$ cat src/rtl/mem_access_stage_if.sv
// Data-memory request/acknowledge bus between the MEM stage and data memory.
// Requests are held until ack, which allows memory of any latency.
interface mem_access_stage_if;
  logic        req;
  logic        we;
  logic [31:0] addr;
  logic [31:0] wdata;
  logic [31:0] rdata;
  logic        ack;

  modport master (output req, we, addr, wdata, input  rdata, ack);
  modport slave  (input  req, we, addr, wdata, output rdata, ack);
endinterface

$ cat src/rtl/mem_access_stage.sv
// MEM stage: runs variable-latency load/store accesses over a req/ack bus,
// stalls upstream while an access is outstanding, and registers results toward WB.
module mem_access_stage #(
  parameter int TIMEOUT_CYCLES = 255
) (
  input  logic                clock,
  input  logic                startin,
  input  logic [31:0]         alu_result_input,
  input  logic [31:0]         read_data_2_input,
  input  logic [4:0]          write_register_input,
  input  logic [1:0]          WB_input,
  input  logic [1:0]          MEM_input,
  mem_access_stage_if.master  dmem,
  output logic                stall,
  output logic [31:0]         alu_result_output,
  output logic [31:0]         read_data_output,
  output logic [4:0]          write_register_output,
  output logic [1:0]          WB_output,
  output logic                misaligned,
  output logic                mem_timeout
);
  localparam int CW = $clog2(TIMEOUT_CYCLES + 1);

  typedef enum logic {IDLE, ACCESS} state_e;

  state_e        state_q, state_d;
  logic [CW-1:0] cnt_q, cnt_d;
  logic [31:0]   addr_q, addr_d, wdata_q, wdata_d;
  logic          we_q, we_d;
  logic [31:0]   alu_q, alu_d, rd_q, rd_d;
  logic [4:0]    wreg_q, wreg_d;
  logic [1:0]    wb_q, wb_d;
  logic          mis_q, mis_d, tmo_q, tmo_d;

  logic access_req, addr_misal, timeout_hit;

  assign access_req  = MEM_input[1] ^ MEM_input[0];
  assign addr_misal  = |alu_result_input[1:0];
  assign timeout_hit = (state_q == ACCESS) && (cnt_q == CW'(TIMEOUT_CYCLES - 1)) && !dmem.ack;

  always_comb begin
    state_d = state_q;
    cnt_d   = cnt_q;
    addr_d  = addr_q;
    wdata_d = wdata_q;
    we_d    = we_q;
    alu_d   = alu_q;
    rd_d    = rd_q;
    wreg_d  = wreg_q;
    wb_d    = 2'b00;
    mis_d   = 1'b0;
    tmo_d   = 1'b0;
    stall   = 1'b0;
    unique case (state_q)
      IDLE: begin
        alu_d  = alu_result_input;
        wreg_d = write_register_input;
        rd_d   = 32'd0;
        if (MEM_input == 2'b00) begin
          wb_d = WB_input;
        end else if (access_req && addr_misal) begin
          mis_d = 1'b1;
        end else if (access_req) begin
          // Upstream stays frozen, so the WB fields are picked up again at completion.
          stall   = 1'b1;
          addr_d  = alu_result_input;
          wdata_d = read_data_2_input;
          we_d    = MEM_input[0];
          cnt_d   = '0;
          state_d = ACCESS;
        end
      end
      ACCESS: begin
        stall = !dmem.ack && !timeout_hit;
        if (dmem.ack) begin
          alu_d   = alu_result_input;
          wreg_d  = write_register_input;
          wb_d    = WB_input;
          rd_d    = we_q ? 32'd0 : dmem.rdata;
          state_d = IDLE;
        end else if (timeout_hit) begin
          tmo_d   = 1'b1;
          state_d = IDLE;
        end else begin
          cnt_d = cnt_q + 1'b1;
        end
      end
      default: state_d = IDLE;
    endcase
  end

  always_ff @(posedge clock) begin
    if (startin) begin
      state_q <= IDLE;
      cnt_q   <= '0;
      addr_q  <= '0;
      wdata_q <= '0;
      we_q    <= 1'b0;
      alu_q   <= '0;
      rd_q    <= '0;
      wreg_q  <= '0;
      wb_q    <= '0;
      mis_q   <= 1'b0;
      tmo_q   <= 1'b0;
    end else begin
      state_q <= state_d;
      cnt_q   <= cnt_d;
      addr_q  <= addr_d;
      wdata_q <= wdata_d;
      we_q    <= we_d;
      alu_q   <= alu_d;
      rd_q    <= rd_d;
      wreg_q  <= wreg_d;
      wb_q    <= wb_d;
      mis_q   <= mis_d;
      tmo_q   <= tmo_d;
    end
  end

  assign dmem.req              = (state_q == ACCESS);
  assign dmem.we               = we_q;
  assign dmem.addr             = addr_q;
  assign dmem.wdata            = wdata_q;
  assign alu_result_output     = alu_q;
  assign read_data_output      = rd_q;
  assign write_register_output = wreg_q;
  assign WB_output             = wb_q;
  assign misaligned            = mis_q;
  assign mem_timeout           = tmo_q;
endmodule

$ cat src/flat_wrapper.sv
// flat-port wrapper written by rule: the top's interface ports become plain ports
module mem_access_stage_flat 
#(
  parameter int TIMEOUT_CYCLES = 255
)
  (clock, startin, alu_result_input, read_data_2_input, write_register_input, WB_input, MEM_input, stall, alu_result_output, read_data_output, write_register_output, WB_output, misaligned, mem_timeout, dmem_req, dmem_we, dmem_addr, dmem_wdata, dmem_rdata, dmem_ack);
  mem_access_stage_if dmem_i ();
  input  logic clock;
  input  logic startin;
  input  logic [31:0] alu_result_input;
  input  logic [31:0] read_data_2_input;
  input  logic [4:0] write_register_input;
  input  logic [1:0] WB_input;
  input  logic [1:0] MEM_input;
  output logic stall;
  output logic [31:0] alu_result_output;
  output logic [31:0] read_data_output;
  output logic [4:0] write_register_output;
  output logic [1:0] WB_output;
  output logic misaligned;
  output logic mem_timeout;
  output wire logic [$bits(dmem_i.req)-1:0] dmem_req;
  output wire logic [$bits(dmem_i.we)-1:0] dmem_we;
  output wire logic [$bits(dmem_i.addr)-1:0] dmem_addr;
  output wire logic [$bits(dmem_i.wdata)-1:0] dmem_wdata;
  input wire logic [$bits(dmem_i.rdata)-1:0] dmem_rdata;
  input wire logic [$bits(dmem_i.ack)-1:0] dmem_ack;
  assign dmem_req = dmem_i.req;
  assign dmem_we = dmem_i.we;
  assign dmem_addr = dmem_i.addr;
  assign dmem_wdata = dmem_i.wdata;
  assign dmem_i.rdata = dmem_rdata;
  assign dmem_i.ack = dmem_ack;
  mem_access_stage #(.TIMEOUT_CYCLES(TIMEOUT_CYCLES)) u_core (.clock(clock), .startin(startin), .alu_result_input(alu_result_input), .read_data_2_input(read_data_2_input), .write_register_input(write_register_input), .WB_input(WB_input), .MEM_input(MEM_input), .dmem(dmem_i), .stall(stall), .alu_result_output(alu_result_output), .read_data_output(read_data_output), .write_register_output(write_register_output), .WB_output(WB_output), .misaligned(misaligned), .mem_timeout(mem_timeout));
endmodule
$ cat config.mk
export PLATFORM = sky130hd
export DESIGN_NAME = mem_access_stage_flat
export DESIGN_NICKNAME = d
export VERILOG_FILES = /design/src/rtl/mem_access_stage_if.sv /design/src/rtl/mem_access_stage.sv /design/src/flat_wrapper.sv
export SDC_FILE = /design/constraint.sdc
export NUM_CORES = 1
export LEC_CHECK = 0
export ABC_AREA = 0
export ABC_CLOCK_PERIOD_IN_PS = 2300
export BUFFER_PORTS_ARGS = -buffer_cell sky130_fd_sc_hd__buf_2
export CORE_MARGIN = 2
export CORE_UTILIZATION = 40
export DETAILED_ROUTE_END_ITERATION = 12
export PLACE_DENSITY = 0.72
export SLEW_MARGIN = 20
export SYNTH_ARGS = -nofsm -noshare
export SYNTH_HDL_FRONTEND = slang
export SYNTH_SLANG_ARGS = --single-unit
$ cat constraint.sdc
create_clock -name clock -period 2.3 [get_ports clock]
set_clock_uncertainty 0.2 [all_clocks]
set_input_delay 0.115 -clock clock [delete_from_list [all_inputs] [get_ports clock]]
set_output_delay 0.115 -clock clock [all_outputs]
set_load 0.01 [all_outputs]
==> Yosys cells after proc, flatten, opt, wreduce, memory -nomap -nowiden <==
Cells that the tools add are included.
{ "op_classes": {"n_mul": 0, "add_sub_neg": 1, "div_mod_pow": 0, "bitwise_logic": 4, "n_lt_le_gt_ge": 0, "eq_ne": 7, "reduce_logical": 12, "n_shift": 0, "n_mux": 25} }
{ "op_table": {"columns": ["cell", "count"], "rows": [
  ["32-bit one-hot mux with 2 select lines", 2],
  ["32-bit 2-to-1 mux", 3],
  ["8-bit 2-to-1 mux", 5],
  ["8-bit one-hot mux with 2 select lines", 1],
  ["2-bit inequality test, second input constant", 5],
  ["5-bit one-hot mux with 2 select lines", 1],
  ["8-bit by 1-bit adder with 8-bit output, second input constant", 1],
  ["8-bit equality test, second input constant", 1],
  ["1-bit 2-to-1 mux", 7],
  ["3-bit OR reduction", 2],
  ["5-bit 2-to-1 mux", 1],
  ["5-bit AND reduction", 1],
  ["1-bit logical AND", 4],
  ["2-bit 2-to-1 mux", 2],
  ["1-bit one-hot mux with 2 select lines", 2],
  ["2-bit one-hot mux with 2 select lines", 1],
  ["4-bit AND reduction", 1],
  ["1-bit NOT", 3],
  ["1-bit logical NOT", 2],
  ["2-bit logical NOT", 1],
  ["2-bit by 1-bit inequality test with 1-bit output, second input constant", 1],
  ["2-bit OR reduction", 1],
  ["1-bit bitwise XOR", 1]
]} }
{ "word_totals": {"register_bits": 147, "word_cells": 60, "mem_count": 0, "inputBits": 108, "latch_bits": 0, "ram_bits": 0, "out_inout_bits": 140, "mem_bits_ro": 0} }

==> Depth between registers and ports, before layout <==
{ "depth": {"word_depth": 6, "mapped_depth": 8} }

==> Least setup slack after synthesis <==
OpenSTA, ideal clock, no wires.
{ "synth_path": {"path_type": "register to register", "from": "reg u_core.state_q, in the netlist u_core.dmem.req", "to": "reg u_core.cnt_q[3]", "synth_period_minus_slack_ns": 1.756, "path_slack_ns": 0.544, "setup_ns": 0.127, "n_path_buf": 4, "stages_incl_launch_ff": 8, "arrival_time_ns": 1.430, "cell_sequence": "dfxtp_1 > buf_6 > or3b_4 > buf_6 > buf_8 > buf_8 > o21ai_0 > mux2i_1"} }
{ "synth_between": {"elab_chain_len": 4} }
{ "synth_rtl": {"columns": ["item", "line", "rtl"], "rows": [
  ["start: declaration", "mem_access_stage.sv:26", "state_e state_q, state_d;"],
  ["start signal: assignment", "mem_access_stage.sv:106", "state_q <= state_d;"],
  ["1-bit logical AND (2 in series)", "mem_access_stage.sv:39", "assign timeout_hit = (state_q == ACCESS) && (cnt_q == CW'(TIMEOUT_CYCLES - 1)) && !dmem.ack;"],
  ["2-bit inequality test (no line)", null, null],
  ["5-bit AND reduction (no line)", null, null],
  ["end signal: assignment", "mem_access_stage.sv:107", "cnt_q <= cnt_d;"],
  ["end: declaration", "mem_access_stage.sv:27", "logic [CW-1:0] cnt_q, cnt_d;"]
]} }
Parallel ways exist; a longest one is shown, timed or not.
A chain may end at the register's enable or synchronous reset.

==> Worst setup path after layout <==
{ "layout_path": {"from": "reg u_core.state_q, in the netlist u_core.dmem.req", "to": "reg u_core.wdata_q[20], in the netlist u_core.dmem.wdata[20]"} }
{ "layout_between": {"elab_chain_len": 2} }
{ "layout_rtl": {"columns": ["item", "line", "rtl"], "rows": [
  ["1-bit NOT (no line)", null, null],
  ["4-bit AND reduction (no line)", null, null],
  ["end signal: assignment", "mem_access_stage.sv:109", "wdata_q <= wdata_d;"],
  ["end: declaration", "mem_access_stage.sv:28", "logic [31:0] addr_q, addr_d, wdata_q, wdata_d;"]
]} }
No other way between the ends.

==> impl_metrics.yaml <==
status:
  status: "complete, but fails checks"
  violations: "negative setup slack"
logic_synthesis:
  syn_inst: 610
  synth_cell_types: 38
  synth_edf_count: 0
  yosys.area.top_type_share_pct: 54.9
  synth_flop_cell: "dfxtp_1"
  syn_area_um2: 5370
  yosysSeqAreaShare_pct: 54.9
  synth_area_leaders: "dfxtp_1 55%, a21oi_1 9.9%, nand3_1 6.1%"
  synth-seq-cells: 147
  yosys_warnings: 0
  syn_nets: 721
  yosysTopAreaCell: "dfxtp_1"
  syn_avg_cell_area_um2: 8.80
  synthArstFlopShare_pct: 0
worst_setup_path:
  r2r-end: "u_core.dmem.wdata[20]"
  arrival_ns: 2.41
  startpoint: "u_core.dmem.req"
  r2r_setup_slack_ns: -0.02
  crit_path_top_delay_cell: "dlygate4sd3_1"
  worstPathMaxFanout: 69
  critPathCaptureType: "flip-flop"
  path_cells: "or3b_4 > buf_12 > o21ai_2 > a21oi_1 > dlygate4sd3_1"
  crit_required_ns: 2.39
  r2r_start: "u_core.dmem.req"
  rr_worst_depth: 5
  endpoint: "u_core.dmem.wdata[20]"
  slowest_delay_ns: 0.63
  setup.worst_path.class: "flip-flop to flip-flop"
  worstSetupStartpointType: "flip-flop"
clocking:
  clock-root-buffer: "clkbuf_16"
  clk_pin_slew_worst_paths_ns: 0.06
  numCtsBuffers: 17
  cts_buffer_depth: 2
  h-tree-depth: 4
  clock_latency_ns: 0.41
  clock-sinks: 147
  cts_tree: "yes"
route:
  first_pass_iters: 6
  vias_per_cell: 5.17
  drt_iter0_drc: 419
  via_count: 5929
  routed_wl_um: 18800
  routedWlPerCell_um: 16.4
  drcViolationCount: 0
  final_antenna_net_count: 0
placement:
  dp_hpwl_um: 10200
  port_buffers: 247
  postPlaceCellArea_um2: 6740
  gp_congestion: 0.768
run:
  cap_violations: 0
timing:
  hold_viol: 0
  rsz0062_at_grt: "true"
  fin_crit_sh_pct: 101
  finalSetupViolations: 1
  finalCriticalPeriod_ns: 2.32
  fin_ws_ns: -0.0174
  relSlewSlack_pct: 68.9
  tightest_slew_ns: 0.466
  maxSlewViolCount: 0
  max_freq_ghz: 0.432
pwr:
  power.leakage_nw: 3.93
  peakVddDrop_mv: 0.546
  p_total_mw: 6.22
  powerDensity_nw_per_um2: 720
grt:
  met3_usage_pct: 7.22
  grtUsageMet1_pct: 28.5
  top_usage_layer: "met2"
  antenna_found_initial: 0
  grt_max_degree: 84
  grt_use_total_pct: 25.9
  grt_pass1_wl_um: 29400
  grt.met2_usage_pct: 45.4
  grt_pass1_vias: 5897
  grt_overflow: 0
final_layout:
  final-seq-area_um2: 2940
  layout.cells.most_common: "buf_2"
  final_nets: 1068
  multi_input_area_um2: 2170
  synthToLayoutAreaGrowth_pct: 60.9
  nFillCells: 1031
  final_cell_mix: "246 x buf_2, 146 x dfxtp_1, 126 x dlygate4sd3_1"
  diodes: 0
  post-route-util_pct: 65.4
  final_area_um2: 8630
  drive_gt1_share_pct: 30.9
die:
  die_x_um: 120
  chipHeight_um: 120
  ios: 248
  start_util_pct: 40.7
  core_um2: 13200
  dieArea_um2: 14400
  num_rows: 42
worst_hold_path:
  hold_path.class: "input pin to flip-flop"
-- worst min path at each step --
stage	depth (start not counted)	start	slack, ns	end
6_report	4	dmem_ack	0.07	u_core.cnt_q[5]
5_1_grt	4	dmem_ack	0.07	u_core.cnt_q[7]
4_1_cts	4	dmem_ack	0.04	u_core.cnt_q[7]
3_5_place_dp	2	WB_input[1]	0.12	u_core.WB_output[1]
3_3_place_gp	2	WB_input[1]	0.12	u_core.WB_output[1]
2_1_floorplan	1	WB_input[0]	0.04	u_core.WB_output[0]
-- synth_stat cells, types with 4 or more instances --
cell and number:
o21ai_1 16, mux2i_1 4, a21oi_1 106, o21ai_0 53, buf_1 7, clkbuf_1 38
nand3_1 65, buf_2 9, a22o_1 32, inv_1 7, nor2_1 10, nand2_1 78
dfxtp_1 147
-- final cells by class --
| cell class | count | share of cell area [%] |
|---|---|---|
| clock inverter | 9 | 1.49 |
| clock buffer | 23 | 5.42 |
| sequential | 147 | 34.1 |
| timing repair buffer | 386 | 30.9 |
| inverter | 7 | 0.304 |
| multi-input combinational | 398 | 25.2 |
| tap | 176 | 2.55 |
-- critical path, delay by kind of cell, from the launching register on --
kind | cells | cell delay, ns
AND/OR/NAND/NOR | 1 | 0.42
AO/OA/AOI/OAI | 2 | 0.36
buffers and inverters | 2 | 0.82
flip-flops | 1 | 0.38
-- state kept, by name (all words and copies together), names as in the netlist --
signal,count
u_core.alu_result_output,32
u_core.dmem.addr,32
u_core.dmem.wdata,32
u_core.read_data_output,32
u_core.cnt_q,8
u_core.write_register_output,5
u_core.WB_output,2
u_core.dmem.req,1
u_core.dmem.we,1
u_core.mem_timeout,1
u_core.misaligned,1
-- layer usage --
metal  routed length, um  share of wire (%)
met3                1090                5.8
met5                   0                  0
met4                 566                3.0
met2                9860                 52
met1                7310                 39
-- repair_timing --
action	in CTS	in global routing
gates resized for setup	0	7
hold buffers	126	0
setup endpoints to repair	0	19
endpoints found under the hold margin	135	0
buffers inserted	0	2
-- cell families (layout without fill, tap and decap cells) --
| group | after synthesis | count (layout) | share of synthesized area, % |
|---|---|---|---|
| buffers and inverters | 65 | 425 | 5.46 |
| AOI/OAI and AO/OA | 215 | 215 | 22.7 |
| and+or+nand+nor | 174 | 174 | 15.1 |
| DFF | 147 | 147 | 54.9 |
| adders and majority gates | 3 | 3 | 0.700 |
| muxes | 6 | 6 | 1.17 |
-- where the power goes --
part	total (mW)	switching, mW	internal, mW
clock network	2.81	1.05	1.76
registers	2.67	0.0419	2.63
logic	0.734	0.381	0.353
-- per-stage QoR --
step,cells,setup WS [ns],hold WS [ns],setup TNS (ns)
detailed placement,986,0.404,0.121,0
floorplan,610,0.544,0.0367,0
finish,1146,-0.0174,0.0674,-0.0174
global route,1146,-0.0414,0.0684,-0.0414
CTS,1144,0.0463,0.0407,0
global placement,986,0.499,0.123,0
Power figures use the tool's default switching activity.
